`src/rtl/mcu_spi_pkg.sv`:
```
// Shared types and constants for the MCU SPI target and the blocks that decode its strobes.
package mcu_spi_pkg;

  typedef enum logic [2:0] {
    IDLE,
    TARGET,
    CMD,
    DATA,
    WAIT_SS
  } state_t;

  localparam logic [7:0] TARGET_SYS = 8'h00;
  localparam logic [7:0] TARGET_HID = 8'h02;
  localparam logic [7:0] TARGET_OSD = 8'h03;
  localparam logic [7:0] TARGET_SDC = 8'h05;

  // Cycles from a strobe until the responder's reply byte is taken into the MISO shifter.
  localparam int REPLY_LOAD_DELAY = 2;

endpackage

```
`src/rtl/sync_edge.sv`:
```
// Multi-flop synchronizer for an asynchronous pin, with single-cycle rise/fall pulses
// derived from the synchronized level.
module sync_edge #(
  parameter int SYNC_STAGES = 2
) (
  input  logic clk,
  input  logic pin,
  output logic level,
  output logic rise,
  output logic fall
);

  logic [SYNC_STAGES-1:0] sync_p;
  logic                   level_p;

  always_ff @(posedge clk) begin
    sync_p  <= {sync_p[SYNC_STAGES-2:0], pin};
    level_p <= sync_p[SYNC_STAGES-1];
  end

  assign level = sync_p[SYNC_STAGES-1];
  assign rise  = level & ~level_p;
  assign fall  = ~level & level_p;

endmodule

```
`src/rtl/mcu_spi_target.sv`:
```
// SPI mode-0 target: first byte of a frame selects a responder, second is a command,
// the rest are data; reply bytes from the responder are shifted back on MISO.
module mcu_spi_target
  import mcu_spi_pkg::*;
#(
  parameter int SYNC_STAGES = 2
) (
  input  logic       clk,
  input  logic       reset,
  input  logic       spi_io_ss,
  input  logic       spi_io_clk,
  input  logic       spi_io_din,
  output logic       spi_io_dout,
  output logic [7:0] target,
  output logic       frame_active,
  output logic       data_out_strobe,
  output logic       data_out_start,
  output logic [7:0] data_out,
  input  logic [7:0] data_in
);

  logic unused_sck_level, sck_rise, sck_fall;
  logic ss_level, unused_ss_rise, unused_ss_fall;
  logic din_level, unused_din_rise, unused_din_fall;

  sync_edge #(.SYNC_STAGES(SYNC_STAGES)) u_sync_sck (
    .clk   (clk),
    .pin   (spi_io_clk),
    .level (unused_sck_level),
    .rise  (sck_rise),
    .fall  (sck_fall)
  );

  sync_edge #(.SYNC_STAGES(SYNC_STAGES)) u_sync_ss (
    .clk   (clk),
    .pin   (spi_io_ss),
    .level (ss_level),
    .rise  (unused_ss_rise),
    .fall  (unused_ss_fall)
  );

  sync_edge #(.SYNC_STAGES(SYNC_STAGES)) u_sync_din (
    .clk   (clk),
    .pin   (spi_io_din),
    .level (din_level),
    .rise  (unused_din_rise),
    .fall  (unused_din_fall)
  );

  logic sel;
  assign sel = ~ss_level;

  state_t                      state, state_nx;
  logic [2:0]                  bit_cnt;
  logic [7:0]                  rx_shift;
  logic [7:0]                  tx_shift;
  logic [7:0]                  rx_byte;
  logic                        skip_fall;
  logic [REPLY_LOAD_DELAY-1:0] reply_pipe;
  logic                        frame_start, in_frame, done;
  logic                        done_target, done_cmd, done_data;

  assign rx_byte = {rx_shift[6:0], din_level};

  // A frame already in progress when reset releases is skipped until SS rises.
  always_ff @(posedge clk) begin
    if (reset) state <= sel ? WAIT_SS : IDLE;
    else       state <= state_nx;
  end

  always_comb begin
    state_nx = state;
    case (state)
      IDLE:    if (sel) state_nx = TARGET;
      TARGET:  if (!sel) state_nx = IDLE; else if (done) state_nx = CMD;
      CMD:     if (!sel) state_nx = IDLE; else if (done) state_nx = DATA;
      DATA:    if (!sel) state_nx = IDLE;
      WAIT_SS: if (!sel) state_nx = IDLE;
      default: state_nx = IDLE;
    endcase
  end

  // Completion is decoded from the current state only, so a byte finishing as SS rises still counts.
  always_comb begin
    frame_start = (state == IDLE) && sel;
    in_frame    = (state == TARGET) || (state == CMD) || (state == DATA);
    done        = in_frame && sck_rise && (bit_cnt == 3'd7);
    done_target = done && (state == TARGET);
    done_cmd    = done && (state == CMD);
    done_data   = done && (state == DATA);
  end

  always_ff @(posedge clk) begin
    if (in_frame && sck_rise) rx_shift <= rx_byte;
  end

  always_ff @(posedge clk) begin
    if (reset) begin
      bit_cnt         <= 3'd0;
      target          <= 8'h00;
      data_out        <= 8'h00;
      data_out_strobe <= 1'b0;
      data_out_start  <= 1'b0;
      frame_active    <= 1'b0;
      reply_pipe      <= '0;
      skip_fall       <= 1'b0;
    end else begin
      if (frame_start)                bit_cnt <= 3'd0;
      else if (in_frame && sck_rise)  bit_cnt <= bit_cnt + 3'd1;
      if (done_target)                target <= rx_byte;
      if (done_cmd || done_data)      data_out <= rx_byte;
      data_out_strobe <= done_cmd || done_data;
      data_out_start  <= done_cmd;
      if (!sel)                       frame_active <= 1'b0;
      else if (frame_start)           frame_active <= 1'b1;
      reply_pipe <= {reply_pipe[REPLY_LOAD_DELAY-2:0], data_out_strobe};
      // The SCK fall closing a byte must not disturb bit 7 of the freshly loaded reply.
      if (frame_start)                skip_fall <= 1'b0;
      else if (done)                  skip_fall <= 1'b1;
      else if (in_frame && sck_fall)  skip_fall <= 1'b0;
    end
  end

  always_ff @(posedge clk) begin
    if (reset)                                      tx_shift <= 8'h00;
    else if (frame_start || done_target)            tx_shift <= 8'h00;
    else if (reply_pipe[REPLY_LOAD_DELAY-1])        tx_shift <= data_in;
    else if (in_frame && sck_fall && !skip_fall)    tx_shift <= {tx_shift[6:0], 1'b0};
  end

  assign spi_io_dout = tx_shift[7];

endmodule
```
`config.mk`:
```
export PLATFORM = sky130hd
export DESIGN_NAME = mcu_spi_target
export DESIGN_NICKNAME = d
export VERILOG_FILES = /design/src/rtl/mcu_spi_pkg.sv /design/src/rtl/sync_edge.sv /design/src/rtl/mcu_spi_target.sv
export SDC_FILE = /design/constraint.sdc
export NUM_CORES = 1
export LEC_CHECK = 0
export BUFFER_PORTS_ARGS = -buffer_cell sky130_fd_sc_hd__buf_2
export CAP_MARGIN = 40
export CORE_UTILIZATION = 54
export DETAILED_ROUTE_END_ITERATION = 7
export PLACE_DENSITY = 0.82
export SLEW_MARGIN = 5
export SYNTH_ARGS = -nofsm -noshare
export SYNTH_HDL_FRONTEND = slang
export SYNTH_SLANG_ARGS = --single-unit
export TNS_END_PERCENT = 20
```
`constraint.sdc`:
```
create_clock -name clk -period 1.9 [get_ports clk]
set_input_delay 0.57 -clock clk [delete_from_list [all_inputs] [get_ports clk]]
set_output_delay 0.57 -clock clk [all_outputs]
set_load 0.03 [all_outputs]
```
==> results.toml <==
[synth]
async_flop_share_pct = 0
synth_compound_area_share_pct = 19.5
yosys.area_share.simple_pct = 19.4
synth_most_common_cell = "dfxtp_1"
yosysTopAreaCellShare_pct = 40.5
synth.mux.area_fraction_pct = 0
synth_ff_type = "dfxtp_1"
synth_area_leaders = "dfxtp_1, edfxtp_1, o21ai_0"
synth_area_um2 = 1980
yosys.area_share.adder_pct = 1.27
yosys_warnings = 0
synth_top_family_by_area = "compound AO/OA/AOI/OAI gates"
synth_commonest_cells = "dfxtp_1, o21ai_0, a21oi_1, nand3_1"
synth_seq_area_share_pct = 55.7
synth_xor_area_share_pct = 0
yosys.area.top_type = "dfxtp_1"
synth_seq_cells = 50
syn_nets = 211
synth-edff-count = 10
synthDistinctLibCells = 36
avgSynthCellArea_um2 = 10.1
synthesis.instances = 196

[timing]
tightest_slew_ns = 0.565
rsz0062_at_grt = "no"
report.final.slew_viol_count = 0
setup_viol_count_final = 0
fin_tns_setup_ns = 0
max_freq_mhz = 569
post-route-period-util_pct = 92.5
worst_slack_ns = 0.142
fin_crit_ns = 1.76
slew_headroom_pct = 62.2
skew_ns = 0.0164
whs_ns = 0.295
hold_viol_final = 0

[grt]
grt_pass1_vias = 1507
antenna_found_initial = 0
grt_max_degree = 20
overflow = 0
grt_use_total_pct = 21.9
grt_pass1_wl_mm = 6.68

[routing]
antenna_left = 0
avgRoutedWirePerCell_um = 14.0
wl_mm = 3.85
vias = 1584
avgViaCountPerCell = 5.76
drt_iter0_markers = 178
first_pass_iters = 4
drc_errors = 0

[clock_network]
clk_latency_ns = 0.37
cts-root-buf = "clkbuf_4"
clk_pin_slew_ns = 0.14
clock_path_buffers = 2
cts_buffers = 5
post_cts_buffers = 0
cts_tree = "done"
cts.sinks = 50
htree_levels = 2
cts_resized = 0
hold_buffers = 0

[final_layout]
nets = 243
drive_above_1_share_pct = 25.3
fillCellCount = 303
diodes = 0
area_delta_synth_final_pct = 13.3
postLayoutCellArea_um2 = 2240

[floorplanning]
std_cell_rows = 21
initial_core_util_pct = 57.9
die_h_um = 62.5
fp.dieW_um = 62.5
dieArea_um2 = 3910
io-pin-count = 33
coreArea_um2 = 3420

[outcome]
outcome = "finished clean"

[hold_path]
hold_end = "u_sync_sck.sync_p[0]"
hold_class = "primary input to flop"
hold_depth = 1
hp-start = "spi_io_clk"

[placed_design]
placed_cell_area_um2 = 2190
place_ws_ns = 0.127
hpwl_mm = 2.64
port_buffers = 32
gp_congestion = 0.788

[setup_path]
endpoint_kind = "flop"
cp_slowest_cell = "o211ai_2"
criticalPathCategory = "flop to flop"
reg2reg_slack_ns = 0.14
start_kind = "flop"
cp_num_buf_inv = 0
critPathTopFamily = "compound AO/OA/AOI/OAI gates"
cp_slowest_stage_delay_ns = 0.58
path_common_cell = "ha_1"
r2r_start = "bit_cnt[0]"
path_cells = "ha_1 -> ha_1 -> nand4bb_1 -> o211ai_2 -> a2111oi_2"
crit_required_ns = 2.15
path_max_fanout = 8
rr_endpoint = "tx_shift[6]"
r2r_cells = 5
critPathArrivalTime_ns = 2.01

[power_and_ir_drop]
p_leak_nw = 0.839
cellPowerDensity_nw_per_um2 = 992
ir_drop_uv = 642

[run]
drv_cap = 0
-- sequential cells by signal, summed over array words and instances, names as in the netlist, 2 cells and up --
register / cells
data_out: 8
u_sync_sck.sync_p: 2
u_sync_ss.sync_p: 2
tx_shift: 8
state: 3
rx_shift: 7
target: 8
u_sync_din.sync_p: 2
bit_cnt: 3
reply_pipe: 2
-- cells by family (layout without fill, tap and decap cells) --
kind of cell	count (synthesis)	in the layout
buffers and inverters	19	52
DFF	50	50
AOI/OAI and AO/OA	58	58
adders and majority gates	2	2
and+or+nand+nor	67	67
-- metal layers --
metal | up-vias | share of wire [%] | track usage, % | wire, um
met5 | - | 0 | 0 | 0
met4 | 0 | 1.4 | 8.72 | 54
met3 | 5 | 7.0 | 7.12 | 270
met2 | 59 | 46 | 35.3 | 1780
met1 | 739 | 45 | 27.0 | 1740
li1 | 781 | - | - | -
-- stage by stage --
step | util (%) | total power [mW] | cells
after floorplan | - | 1.62 | 196
after global routing | 65.6 | 2.34 | 275
after CTS | 65.6 | 2.23 | 275
after detailed placement | 64.1 | 1.78 | 267
after global placement | 64.1 | 1.76 | 267
final | 65.6 | 2.22 | 275
-- worst reg2reg max path: stages, from the launching register on --
cell and delay [ns]:
dfxtp_1 0.36, ha_1 0.15, ha_1 0.15, nand4bb_1 0.29, o211ai_2 0.58, a2111oi_2 0.11
-- placed cells by master, fill, tap and decap left out --
master / count
clkbuf_4: 5
and3_1: 1
a221oi_2: 1
nor2b_1: 10
edfxtp_1: 10
or4_1: 1
clkbuf_1: 1
or3_1: 2
nand2b_1: 3
and2b_1: 1
nor2_1: 10
and4bb_2: 1
nor3_1: 4
a21boi_0: 1
or2b_1: 1
o211ai_2: 1
clkinv_1: 1
or3b_1: 1
or2_4: 1
buf_2: 32
nor4b_1: 2
o21bai_1: 1
buf_4: 9
clkinv_2: 1
a21oi_1: 21
o21ba_2: 1
a2111oi_0: 1
o21ai_0: 23
dfxtp_1: 40
nor4_1: 6
o22ai_1: 1
nand4bb_1: 1
a2111oi_2: 6
nand2_1: 3
o211ai_1: 1
ha_1: 2
inv_1: 3
nand3_1: 19
-- report_power, final --
group | total [mW] | switching [mW] | internal [mW]
combinational | 0.521 | 0.332 | 0.189
sequential | 1.24 | 0.0683 | 1.17
clock | 0.461 | 0.321 | 0.140
total | 2.22 | 0.721 | 1.50
-- final cells by class --
cell class	instances	area (um^2)	area share [%]
tap	46	57.6	2.57
inverter	3	11.3	0.503
clock inverter	2	8.76	0.391
clock buffer	6	41.3	1.84
multi-input combinational	127	793	35.4
timing repair buffer	41	228	10.2
sequential	50	1100	49.1
-- how the worst max path moves through the flow --
stage	startpoint	to	slack [ns]	depth (start not counted)
6_report	bit_cnt[0]	tx_shift[6]	0.14	5
5_1_grt	bit_cnt[0]	tx_shift[6]	0.02	5
4_1_cts	bit_cnt[0]	tx_shift[6]	0.11	5
3_5_place_dp	bit_cnt[0]	tx_shift[6]	0.13	5
3_3_place_gp	bit_cnt[0]	tx_shift[6]	0.21	5
2_1_floorplan	state[2]	rx_shift[0]	0.27	4
(Power assumes the default switching activity.)
